<file path="config.mk">
export PLATFORM = sky130hd
export DESIGN_NAME = fir_coeff_load_ctrl
export DESIGN_NICKNAME = d
export VERILOG_FILES = /design/src/rtl/fir_coeff_load_ctrl.sv
export SDC_FILE = /design/constraint.sdc
export NUM_CORES = 1
export LEC_CHECK = 0
export ABC_AREA = 1
export CAP_MARGIN = 20
export CORE_MARGIN = 8
export CORE_UTILIZATION = 44
export DETAILED_ROUTE_END_ITERATION = 8
export GPL_ROUTABILITY_DRIVEN = 0
export PLACE_DENSITY = 0.85
export SETUP_SLACK_MARGIN = 0.15
export SYNTH_ARGS = -nofsm -noshare
export SYNTH_HDL_FRONTEND = slang
export SYNTH_SLANG_ARGS = --single-unit
</file>
<file path="constraint.sdc">
create_clock -name iClk_12M -period 4.5 [get_ports iClk_12M]
set_input_delay 0.9 -clock iClk_12M [delete_from_list [all_inputs] [get_ports iClk_12M]]
set_output_delay 0.9 -clock iClk_12M [all_outputs]
set_load 0.03 [all_outputs]
</file>
<file path="src/rtl/fir_coeff_load_ctrl.sv">
// fir_coeff_load_ctrl: host coefficient SRAM arbitration and sequential load into the FIR coefficient bank
module fir_coeff_load_ctrl #(
  parameter int NUM_TAPS = 33,
  parameter int DATA_W = 16
) (
  input  logic              iClk_12M,
  input  logic              iRst,
  input  logic              iCoeffiUpdateFlag,
  input  logic              iCsnRam,
  input  logic              iWrnRam,
  input  logic [5:0]        iAddrRam,
  input  logic [DATA_W-1:0] iWrDtRam,
  input  logic [DATA_W-1:0] iRdDtRam,
  output logic              oCsnRam,
  output logic              oWrnRam,
  output logic [5:0]        oAddrRam,
  output logic [DATA_W-1:0] oWrDtRam,
  output logic              oCoeffLd,
  output logic [5:0]        oCoeffIdx,
  output logic [DATA_W-1:0] oCoeffDt,
  output logic              oEnAcc,
  output logic              oBusy,
  output logic              oErr
);
  typedef enum logic [1:0] {IDLE, HOSTWR, LOAD, RUN} state_t;
  localparam logic [6:0] NTAPS = 7'(NUM_TAPS);
  localparam logic [5:0] LAST = 6'(NUM_TAPS - 1);
  state_t state;
  logic csnR, coeffLd, enAcc, busy, err, hostWr, badAddr;
  logic [5:0] addrR, coeffIdx;
  logic [DATA_W-1:0] dtQ;
  assign hostWr = state == HOSTWR;
  assign badAddr = {1'b0, iAddrRam} >= NTAPS;
  assign oCsnRam = hostWr ? (iCsnRam | badAddr) : csnR;
  assign oWrnRam = hostWr ? iWrnRam : 1'b1;
  assign oAddrRam = hostWr ? iAddrRam : addrR;
  assign oWrDtRam = hostWr ? iWrDtRam : '0;
  // read data arrives during the strobe cycle, so it is passed straight through and latched for holding
  assign oCoeffLd = coeffLd;
  assign oCoeffIdx = coeffIdx;
  assign oCoeffDt = coeffLd ? iRdDtRam : dtQ;
  assign oEnAcc = enAcc;
  assign oBusy = busy;
  assign oErr = err;
  always_ff @(posedge iClk_12M or posedge iRst)
    if (iRst) begin
      state <= IDLE;
      csnR <= 1'b1;
      addrR <= '0;
      coeffLd <= 1'b0;
      coeffIdx <= '0;
      dtQ <= '0;
      enAcc <= 1'b0;
      busy <= 1'b0;
      err <= 1'b0;
    end else case (state)
      IDLE: if (iCoeffiUpdateFlag) begin
        state <= HOSTWR;
        busy <= 1'b1;
        err <= 1'b0;
      end
      HOSTWR: begin
        if (badAddr && !iCsnRam) err <= 1'b1;
        if (!iCoeffiUpdateFlag) begin
          state <= LOAD;
          csnR <= 1'b0;
          addrR <= '0;
        end
      end
      LOAD: begin
        coeffLd <= !csnR;
        if (coeffLd) dtQ <= iRdDtRam;
        // csnR high inside LOAD marks the final strobe cycle with no read outstanding
        if (!csnR) begin
          coeffIdx <= addrR;
          csnR <= addrR == LAST;
          addrR <= addrR == LAST ? 6'd0 : addrR + 6'd1;
        end else begin
          state <= iCoeffiUpdateFlag ? HOSTWR : RUN;
          enAcc <= !iCoeffiUpdateFlag;
          busy <= iCoeffiUpdateFlag;
          if (iCoeffiUpdateFlag) err <= 1'b0;
        end
      end
      RUN: if (iCoeffiUpdateFlag) begin
        state <= HOSTWR;
        enAcc <= 1'b0;
        busy <= 1'b1;
        err <= 1'b0;
      end
    endcase
endmodule

</file>
==> results.md <==
* Avg Synthesized Cell Area at ~7.3 um^2
* Worst Hold Path Cells at 2
* Crit path cell chain: inv_1 -> ha_1 -> inv_1 -> a22oi_1 -> clkdlybuf4s50_1
* Yosys warns at 0
* Setup Slack @ Placement at between 1 and 1.5 ns
* CTS buffer count at 5
* Timing-limited maximum frequency at between 200 and 300 MHz
* Min Tclk post-route at 3.58 ns
* Most frequent cells in the layout: 92 x clkdlybuf4s50_1, 77 x nand2_1, 49 x o21ai_0, 48 x inv_1, 34 x dfrtp_1
* Power per cell area at 566 mW/mm^2
* Critical path required time at 3.60 ns
* Initial antenna violation count at 0
* Final net count at 411
* H-tree level count at 2
* Die area at around 0.007 mm^2
* Vias at 2,002
* CTS root buffer: clkbuf_8
* Antenna-violating nets left at 0
* WL final at about 5400 um
* Chip width at around 83 um
* Top post-synthesis cells by area: dfrtp_1 43%, nand2_1 15%, o21ai_0 12%
* DRC Markers at 0
* Period utilisation layout at 79.5%
* Standard-cell rows at 24
* Total power draw at approximately 1.7 mW
* Slew HR at between 40% and 50%
* Clk buf depth at 2
* Setup tns final at 0 ns
* HP Start: oCoeffIdx[4]$_DFFE_PP0P_
* Fin. Hold Viols at 0
* Final Slew Violations at 0
* Post-synth top area share at a little over two fifths
* Crit path kind: flop to primary output
* Seq/Total Area, Yosys at between 40% and 50%
* Final worst slack at between 0.9 and 1 ns
* Unique masters post-synth at 26
* Fraction of layout cells with a size suffix above 1 at ~5.5%
* RSZ-0062 raised after global routing: no
* Hold_ws at roughly 0.5 ns
* Pin slew with the least headroom to its limit at 0.874 ns
* Vias in the first global route at around 2,100
* Crit. End Element: primary output
* Drt pass-1 iters at 4
* Slowest CP cell: ha_1
* Global route total overflow at 0
* Via-to-Cell Ratio at between 4 and 5
* DR iter-0 viols at 42
* Area grow syn2layout at 53.3%
* CORE AREA at around 0.0044 mm^2
* Leakage power at between 1.5 and 2 nW
* CP startpoint: state[1]$_DFFE_PP0P_
* Syn Std Cell Area at 0.00199 mm^2
* IO Pins at a little over 90
* Critical Path Fanout Max at 29
* Max incr delay on CP at 0.74 ns
* R2R Path Start: state[1]$_DFFE_PP0P_
* Post-synthesis register bit count at 35
* Reg area at 877 um^2
* Skew-Pair Late Insertion Delay at between 0.2 and 0.3 ns
* Syn nets at 321
* CP startpoint kind: flop
* Worst-path clk slew at approximately 0.07 ns
* First-pass GRT wire length at 9420 um
* Port bufs at just over 90
* TritonCTS clock tree: built
* Core Util, Final at a little over two thirds
* Die height at between 80 and 90 um
* Hold WC Path Type: flop to flop
* Commonest non-fill, non-tap cell in the layout: clkdlybuf4s50_1
* Hold_buf cts at 0
* Worst-case clock skew at approximately 0.0046 ns
* R2R cell count at 7
* Max VDD drop at between 0.0003 and 0.0004 V
* Max_cap viols at 0
* Most used cell, CP: inv_1
* Status: completed
* Detailed Place HPWL at around 4300 um
* Critical Path AT at ~2.7 ns
* Total GRT Usage at around 16%
* CTS sink count at 35
* Yosys top cell by area: dfrtp_1
* Setup repair bufs after CTS at 0
* Setup violators final at 0
* Routed len/inst at about 13 um
* Synthesized instance count at 272
* Largest net degree at the start of global routing at 35
* Number of diodes at 0
* Post_cts resized at 0
* Multi-input gate area at around 860 um^2
* Initial Util at 45.7%
* Fill cells at 361
==> metrics by stage <==
step,area [um^2],std cells
finish,3050,415
detailed placement,2930,407
global route,3050,415
floorplan,1990,272
global placement,2930,407
CTS,3050,415
==> cells in the mapped netlist (all sizes together) <==
cell type  count
xor2           1
a21oi          1
buf            9
or2            1
nand3          4
o21a           1
nand2         78
clkbuf         3
inv           50
a22oi          2
o21ai         58
ha             6
nand3b         2
dfrtp         34
nor2          14
nand4          7
dfstp          1
==> cell families (layout without fill, tap and decap cells) <==
logic type | Yosys count | after routing | synth area share (%)
AOI/OAI and AO/OA | 62 | 62 | 16.2
xor gates and xnor gates | 1 | 1 | 0.441
adders and majority gates | 6 | 6 | 3.78
buffers and inverters | 62 | 153 | 12.8
DFF | 35 | 35 | 44.1
and+or+nand+nor | 106 | 106 | 22.7
==> report_power, final <==
part	internal [mW]	total (mW)	switching (mW)	leakage (nW)
Clock	0.179	0.286	0.107	0.0612
Combinational	0.356	0.956	0.600	1.01
Sequential	0.429	0.483	0.0538	0.441
==> area by class of cell <==
| class | instances | area share (%) |
|---|---|---|
| multi-input cells | 175 | 28.1 |
| well taps | 52 | 2.13 |
| clock inverters | 2 | 1.15 |
| flip-flops and latches | 35 | 28.8 |
| clock buffers | 6 | 2.71 |
| repair buffers | 95 | 31.0 |
| inverters | 50 | 6.16 |
==> state kept, by name, indices dropped and copies added, names as in the netlist <==
name and flops:
oBusy 1, oCoeffLd 1, oErr 1, csnR 1, state 2, dtQ 16
oEnAcc 1, oCoeffIdx 6, addrR 6
==> worst max-delay path, delay by kind of cell, from the launching register on <==
family,cells,cell delay (ns)
buffers and inverters,3,1.03
AO/OA/AOI/OAI,1,0.23
adder cells (fa/ha/maj),1,0.74
flip-flops,1,0.40
==> final timing paths <==
path | to | slack (ns)
setup / recovery | oCsnRam | 0.92
hold / removal | oCoeffIdx[4]$_DFFE_PP0P_ | 0.50
setup reg to reg | addrR[4]$_DFFE_PP0P_ | 2.41
hold reg to reg | oCoeffIdx[4]$_DFFE_PP0P_ | 0.50
max in group asynchronous | csnR$_DFFE_PP1P_ | 2.93
min in group asynchronous | oCoeffIdx[0]$_DFFE_PP0P_ | 0.88
==> per-layer routing <==
layer / GRT usage (%) / up-vias / part of all wire (%)
met5: 0 / - / 0
met4: 4.15 / 0 / 0.99
met3: 12.1 / 6 / 16
met2: 23.4 / 95 / 40
met1: 18.0 / 873 / 43
li1: - / 1028 / -
(Power assumes the default switching activity.)
